==> config.mk <==
export PLATFORM = sky130hd
export DESIGN_NAME = bytecode_fetch_ctrl
export DESIGN_NICKNAME = d
export VERILOG_FILES = /design/src/rtl/bytecode_fetch_ctrl.sv
export SDC_FILE = /design/constraint.sdc
export NUM_CORES = 1
export LEC_CHECK = 0
export ABC_AREA = 1
export ABC_CLOCK_PERIOD_IN_PS = 2370
export BUFFER_PORTS_ARGS = -buffer_cell sky130_fd_sc_hd__buf_2
export CORE_ASPECT_RATIO = 0.7
export CORE_UTILIZATION = 50
export DETAILED_ROUTE_END_ITERATION = 16
export PLACE_DENSITY = 0.74
export SYNTH_ARGS = -nofsm -noshare
export SYNTH_HDL_FRONTEND = slang
export SYNTH_SLANG_ARGS = --single-unit
==> constraint.sdc <==
create_clock -name clk -period 2.37 [get_ports clk]
set_input_delay 0.237 -clock clk [delete_from_list [all_inputs] [get_ports clk]]
set_output_delay 0.237 -clock clk [all_outputs]
set_load 0.03 [all_outputs]
==> src/rtl/bytecode_fetch_ctrl.sv <==
// bytecode_fetch_ctrl: fetches a JVM opcode plus up to MAXP big-endian parameter bytes through a one-word buffer over a req/ack word port
module bytecode_fetch_ctrl #(
  parameter int AW = 16,
  parameter int MAXP = 4
) (
  input  logic              clk,
  input  logic              rst,
  input  logic              start,
  input  logic [AW-1:0]     start_pc,
  input  logic [2:0]        n_params,
  input  logic              flush,
  output logic              busy,
  output logic              done,
  output logic [7:0]        opcode,
  output logic [8*MAXP-1:0] operand,
  output logic [AW-1:0]     next_pc,
  output logic              mem_req,
  output logic [AW-2:0]     mem_addr,
  input  logic              mem_ack,
  input  logic [15:0]       mem_rdata
);
  localparam int RW = $clog2(MAXP + 2);
  localparam int OW = 8 * MAXP;
  typedef enum logic [1:0] {IDLE, STEP, MEM, DONE} state_t;
  state_t state, state_n;
  logic [AW-1:0] ptr;
  logic [RW-1:0] rem;
  logic first, buf_v, hit, take, last;
  logic [15:0] buf_word, word;
  logic [AW-2:0] buf_addr;
  logic [7:0] op_acc, op_nxt, byte_v;
  logic [OW-1:0] opd_acc, opd_nxt;
  logic [2:0] n_clamp;
  assign n_clamp = (int'(n_params) > MAXP) ? 3'(MAXP) : n_params;
  assign hit = buf_v && buf_addr == ptr[AW-1:1];
  assign take = (state == STEP && hit) || (state == MEM && mem_ack);
  assign last = take && rem == RW'(1);
  assign word = (state == MEM) ? mem_rdata : buf_word;
  assign byte_v = ptr[0] ? word[7:0] : word[15:8];
  assign op_nxt = first ? byte_v : op_acc;
  assign opd_nxt = first ? opd_acc : (opd_acc << 8) | OW'(byte_v);
  assign busy = state == STEP || state == MEM;
  assign done = state == DONE;
  assign mem_req = state == MEM;
  always_comb begin
    state_n = flush ? IDLE :
              state == IDLE ? (start ? STEP : IDLE) :
              state == DONE ? IDLE :
              take ? (last ? DONE : STEP) :
              state == STEP ? MEM : state;
  end
  always_ff @(posedge clk) begin
    if (rst) begin
      state <= IDLE;
      ptr <= '0;
      rem <= '0;
      first <= 1'b0;
      buf_v <= 1'b0;
      buf_word <= '0;
      buf_addr <= '0;
      op_acc <= '0;
      opd_acc <= '0;
      opcode <= '0;
      operand <= '0;
      next_pc <= '0;
      mem_addr <= '0;
    end else begin
      state <= state_n;
      if (flush) begin
        buf_v <= 1'b0;
      end else begin
        if (state == IDLE && start) begin
          ptr <= start_pc;
          rem <= RW'(n_clamp) + RW'(1);
          first <= 1'b1;
          opd_acc <= '0;
        end
        if (state == STEP && !hit)
          mem_addr <= ptr[AW-1:1];
        // The acked word is consumed in the same cycle it fills the buffer, so a miss costs only the MEM cycles.
        if (state == MEM && mem_ack) begin
          buf_word <= mem_rdata;
          buf_addr <= mem_addr;
          buf_v <= 1'b1;
        end
        if (take) begin
          op_acc <= op_nxt;
          opd_acc <= opd_nxt;
          first <= 1'b0;
          ptr <= ptr + AW'(1);
          rem <= rem - RW'(1);
        end
        if (last) begin
          opcode <= op_nxt;
          operand <= opd_nxt;
          next_pc <= ptr + AW'(1);
        end
      end
    end
  end
endmodule
; Word level (Yosys, flattened, before mapping)
; Index checks and enable logic that the tools add are counted.
; W data, S select, Z words.
[word_totals]
input_bits = 40
wordCells = 61
reg_bits = 165
output_inout_bits = 74
[classes]
reduce_logical = 18
magnitude_cmp = 1
n_addsub = 3
n_bitwise = 2
mux = 19
n_eq_ne = 5
[ops]
columns = cell, count
row1 = $mux W32, 3
row2 = $mux W16, 3
row3 = $or A32 B8 Y32, 1
row4 = $add A16 B1 Y16 const B, 1
row5 = $mux W8, 2
row6 = $eq A15 B15 Y1, 1
row7 = $mux W2, 5
row8 = $reduce_and A2 Y1, 5
row9 = $mux W3, 3
row10 = $logic_and A1 B1 Y1, 6
row11 = $eq A2 B2 Y1 const B, 2
row12 = $reduce_bool A4 Y1, 1
row13 = $add A3 B1 Y3 const B, 1
row14 = $eq A3 B1 Y1 const B, 1
row15 = $gt A3 B3 Y1 const B, 1
row16 = $mux W1, 3
row17 = $sub A3 B1 Y3 const B, 1
row18 = $eq A2 B1 Y1 const B, 1
row19 = $logic_not A2 Y1, 1
row20 = $logic_or A1 B1 Y1, 2
row21 = $reduce_bool A2 Y1, 1
row22 = $reduce_or A2 Y1, 1
row23 = $logic_not A1 Y1, 1
row24 = $not A1 Y1, 1

; Longest topological paths before layout
[depth]
word_depth = 9
ltp_mapped = 14
depth_no_buf = 13

; Least setup slack after synthesis
; OpenSTA, ideal clock, no wires.
[synth_path]
path_type = reg-to-reg
start = register state[0]
end = register buf_addr[10]
arrival_ps = 1972
setup_time_ps = 128
n_path_buf = 2
path_stages_with_launch = 10
period_less_slack_ps = 2100
required_time_ps = 2242
slack_ps = 270
path_cell_list = dfxtp_1 inv_1 ha_1 clkbuf_1 nand2_1 nor2_2 clkinv_1 clkbuf_1 o21ai_0 a21oi_1
[synth_via]
elab_chain_cells = 3
[synth_rtl]
columns = item, line_no
row1 = "start, declared", 25  ; state_t state, state_n;
row2 = "start signal, assigned", 68  ; state <= state_n;
row3 = $eq A2 B2 Y1, n/a
row4 = named net mem_req, 17  ; output logic mem_req,
row5 = $logic_and A1 B1 Y1, 81  ; if (state == MEM && mem_ack) begin
row6 = $reduce_and A2 Y1 (no source line), n/a
row7 = "end signal, assigned", 83  ; buf_addr <= mem_addr;
row8 = "end, declared", 30  ; logic [AW-2:0] buf_addr;
; The timed path passes the listed nets, and every way through them passes these cells.
; A chain may end at the register's enable or synchronous reset.

; Final worst setup path
[layout_path]
start = register ptr[12]
end = register next_pc[8]
[layout_via]
elab_chain_cells = 6
[layout_rtl]
columns = item, line_no
row1 = "start, declared", 26  ; logic [AW-1:0] ptr;
row2 = "start signal, assigned", 73  ; ptr <= start_pc;
row3 = "start signal, assigned", 90  ; ptr <= ptr + AW'(1);
row4 = $eq A15 B15 Y1, 35  ; assign hit = buf_v && buf_addr == ptr[AW-1:1];
row5 = $logic_and A1 B1 Y1, 35
row6 = $logic_and A1 B1 Y1, 36  ; assign take = (state == STEP && hit) || (state == MEM && mem_ack);
row7 = $logic_or A1 B1 Y1, 36
row8 = $logic_and A1 B1 Y1, 37  ; assign last = take && rem == RW'(1);
row9 = $reduce_and A2 Y1 (no source line), n/a
row10 = "end signal, assigned", 96  ; next_pc <= ptr + AW'(1);
row11 = "end, declared", 16  ; output logic [AW-1:0] next_pc,
; Every way passes these cells.

==> results.md <==
- The critical path required time is 2.70 ns.
- The worst-case headroom to the max-slew limit is 47.33%.
- The highest ir drop seen on vdd is 0.0005135 V.
- The iteration-0 DRC count of the detailed router is between 700 and 800.
- In the final timing run, aggregate negative setup slack is 0 ns.
- In the routed layout, each cell is associated on average with a via count of slightly below 5.
- After global routing the overflow that remains totals 0.
- The final worst hold slack is between 0.04 and 0.05 ns.
- The data arrival time of the critical path is ~2.5 ns.
- The area share of the largest cell type after synthesis is between 40% and 50%.
- The buffers plus inverters on the worst setup path is 2.
- The family with the most delay on the worst path is simple AND/OR/NAND/NOR gates.
- The cell depth of the worst hold path is 3.
- The depth of the critical timing path with buffers and inverters included is 12.
- The floorplan step defined a die boundary enclosing 15850 um^2.
- The count of H-tree levels built during CTS is 4.
- The number of core rows is 37.
- The number of antenna violations at the first check in global routing was 0.
- The final layout contains approximately 1300 nets.
- The run finished with clean final reports.
- The placeable core area is 14860 um^2.
- The number of endpoints with negative hold slack in the final report is 0.
- The repair_antennas step left the layout with diodes totalling 0.
- Global routing used 26.06% of the available tracks across all layers.
- By startpoint and endpoint, the worst setup path is classified as reg -> reg.
- The clock period could shrink to 2.156 ns.
- The clock input transition at the sequential cells of the worst setup and hold paths is 0.07 ns.
- Measured along the x axis, the die boundary spans about 150 um.
- The post-detailed-route count of antenna-violating nets is 0.
- For the pin with the worst max-slew slack, the measured transition is 0.7892 ns.
- The overall power after layout is 6.072 mW.
- The first global-routing pass estimated 31920 um of wire.
- The final-report setup violation count is 0.
- The largest total area in the synthesized netlist belongs to sky130_fd_sc_hd__dfxtp_1.
- The worst setup path is launched from a flop.
- The cell sitting at the root of the clock tree is a sky130_fd_sc_hd__clkbuf_16.
- Yosys attributes the largest share of cell area to sky130_fd_sc_hd__dfxtp_1 43%, sky130_fd_sc_hd__nand2_1 19%, sky130_fd_sc_hd__nor2_1 9.8%.
- Dividing the detail-routed wire length by the instance count gives 13.47 um.
- From bottom edge to top edge, the die measures 105.7 um.
- Of the synthesized area, sequential elements account for 43.05%.
- For this design the static power due to leakage is 4.419 nW.
- Entering global routing, the biggest net connects between 90 and 100 pins.
- The number of global-route vias before repair is 6192.
- After the flow finishes, the layout carries non-filler instances totaling 1473.
- The latest clock arrival within the worst-skew pair is between 0.4 and 0.5 ns.
- The buffer levels on the longest clock path is 2.
- The number of buffers inserted by port buffering is between 100 and 150.
- For this design, the slowest cell found on the critical path is sky130_fd_sc_hd__dfxtp_1.
- The synthesis-to-layout area growth is 16.13%.
- Counting the buffers created by CTS gives 17.
- The total placed cells including tap cells is between 1000 and 1500.
- The average footprint of a synthesized cell is about 6.5 um^2.
- The critical path goes through inv_2 -> nand2_1 -> nand2_1 -> nor2_1 -> nand2_1 -> nor2_2 -> nand3_2 -> nand2_4 -> nand3_4 -> buf_12 -> o21ai_1 -> nor2_1.
- Counting stages on the worst path, the most repeated cell is sky130_fd_sc_hd__nand2_1.
- The count of max-cap constraint violations is 0.
- In the finished design, the share of the clock period the worst path needs comes to 90.96%.
- The estimated wirelength of the detail-placed design is ~14000 um.
- The worst setup path is captured at a flop.
- Setup repair after global routing left no endpoint under its margin.
- The synthesized cell area is approximately 7700 um^2.
- The number of synthesis warnings is 0.
- The clock net in this run drives a total of 165 sinks.
- Based on the critical path, the design can be clocked at up to 0.4639 GHz.
- In this run the cell area measured after placement is 8333 um^2.
- The min-delay analysis places its worst path in the category in -> reg.
- The cell count after synthesis is 1181.
- The post-route worst setup slack is 0.2142 ns.
- The number of different library cells used by synthesis comes to 30.
- The global placer's final weighted congestion is 0.8717.
- The number of pins exceeding their max-slew limit in the final report is 0.
- The number of remaining DRC errors is 0.
- The initial utilization of the core area, before any placement, comes to about half.
- For this block, the via count after detailed routing is 7266.
- In this run the power density over the cells is around 680 nW/um^2.
- The area of all placed cells without fillers is around 9000 um^2.
- For this run, the share of the core covered by cells in the final layout is between 50% and 60%.
- Summed over all layers, the routed wires come to 19840 um.
- OpenSTA, run right after detailed placement, puts the worst setup slack at between 0.2 and 0.25 ns.
- The biggest fanout along the worst timing path is 62.
- In this run, synthesis produced a sequential element count of 165.
- The ratio of cells with drive above 1 in the final layout is between 10 and 15%.
- The number of ports placed on the die boundary is 114.
- The post-route clock skew is around 0.009 ns.
- On the worst path, the slowest cell contributes a delay of 0.45 ns.
- The total iterations of the first detailed-routing run is 5.
- The clock tree from TritonCTS is done.
- For the worst flop-to-flop path, the logic depth is 12.
- The number of nets handed over by synthesis was 1229.
==> cell type report <==
| class | count | area [um^2] |
|---|---|---|
| Clock buffer | 21 | 470.5 |
| Clock inverter | 11 | 102.6 |
| Fill cell | 1446 | 5949 |
| Inverter | 121 | 454.2 |
| Multi-Input combinational cell | 831 | 3613 |
| Sequential cell | 165 | 3303 |
| Tap cell | 195 | 244.0 |
| Timing Repair Buffer | 129 | 723.2 |
==> power breakdown <==
group	switching, mW	total (mW)	internal, mW
combinational	0.359	0.515	0.156
clock	1.16	2.69	1.53
sequential	0.0487	2.87	2.82
==> Yosys cell counts, drive strengths merged <==
master  number
o21ai      128
clkbuf      43
xnor2        1
a21oi       63
buf         21
ha           8
nor4         1
nor3         5
nor2       203
a22oi        1
inv        120
nand2      387
nand4        1
nand3       10
o22a         7
a31oi        1
clkinv       1
dfxtp      165
xor2        13
o21a         1
a211oi       1
==> final timing paths <==
| check | start | slack (ns) | to |
|---|---|---|---|
| max | ptr[12] | 0.21 | next_pc[8] |
| min | mem_rdata[4] | 0.05 | buf_word[4] |
| max reg2reg | ptr[12] | 0.21 | next_pc[8] |
| min reg2reg | opcode[7] | 0.46 | opcode[7] |
==> registers in the layout, indices dropped and copies added, names as in the netlist <==
register  cells
opd_acc      32
operand      32
buf_word     16
next_pc      16
ptr          16
buf_addr     15
mem_addr     15
op_acc        8
opcode        8
rem           3
state         2
buf_v         1
first         1
==> metal layers <==
| layer | up-vias | global-route usage (%) | wire length [um] |
|---|---|---|---|
| met3 | 22 | 6.970 | 1777 |
| li1 | 3798 | - | - |
| met5 | - | 0 | 0 |
| met1 | 3188 | 42.56 | 10530 |
| met4 | 0 | 5.411 | 158 |
| met2 | 258 | 32.54 | 7371 |
==> worst register-to-register path, stage by stage, from the launching register on <==
cell and delay, ns:
sky130_fd_sc_hd__dfxtp_1 0.45, sky130_fd_sc_hd__inv_2 0.14, sky130_fd_sc_hd__nand2_1 0.09, sky130_fd_sc_hd__nand2_1 0.05, sky130_fd_sc_hd__nor2_1 0.11, sky130_fd_sc_hd__nand2_1 0.09, sky130_fd_sc_hd__nor2_2 0.14, sky130_fd_sc_hd__nand3_2 0.14
sky130_fd_sc_hd__nand2_4 0.14, sky130_fd_sc_hd__nand3_4 0.18, sky130_fd_sc_hd__buf_12 0.26, sky130_fd_sc_hd__o21ai_1 0.20, sky130_fd_sc_hd__nor2_1 0.06
==> timing repair <==
action | CTS | global route
setup endpoints to repair | 0 | 8
resized for setup | 0 | 1
setup buffers | 0 | 0
hold buffers | 0 | 0
==> logic make-up after synthesis <==
| kind of cell | share of synthesized area, % |
|---|---|
| buffers and inverters | 10.06 |
| and+or+nand+nor | 30.36 |
| DFF | 43.05 |
| adders and majority gates | 1.304 |
| xor gates and xnor gates | 1.598 |
| AOI/OAI and AO/OA | 13.63 |
==> cell usage in the layout (no fill, tap or decap), types with 7 or more instances in the layout <==
cell / netlist / routed
sky130_fd_sc_hd__nand2_1: 385 / 384
sky130_fd_sc_hd__nor2_1: 200 / 200
sky130_fd_sc_hd__dfxtp_1: 165 / 165
sky130_fd_sc_hd__buf_2: 8 / 113
sky130_fd_sc_hd__inv_1: 104 / 103
sky130_fd_sc_hd__o21ai_0: 92 / 92
sky130_fd_sc_hd__a21oi_1: 63 / 63
sky130_fd_sc_hd__o21ai_1: 36 / 36
sky130_fd_sc_hd__inv_2: 16 / 17
sky130_fd_sc_hd__clkbuf_16: 0 / 17
sky130_fd_sc_hd__xor2_1: 13 / 13
sky130_fd_sc_hd__buf_4: 4 / 13
sky130_fd_sc_hd__nand3_1: 8 / 8
sky130_fd_sc_hd__ha_1: 8 / 8
sky130_fd_sc_hd__o22a_1: 7 / 7
Power figures use the tool's default switching activity.
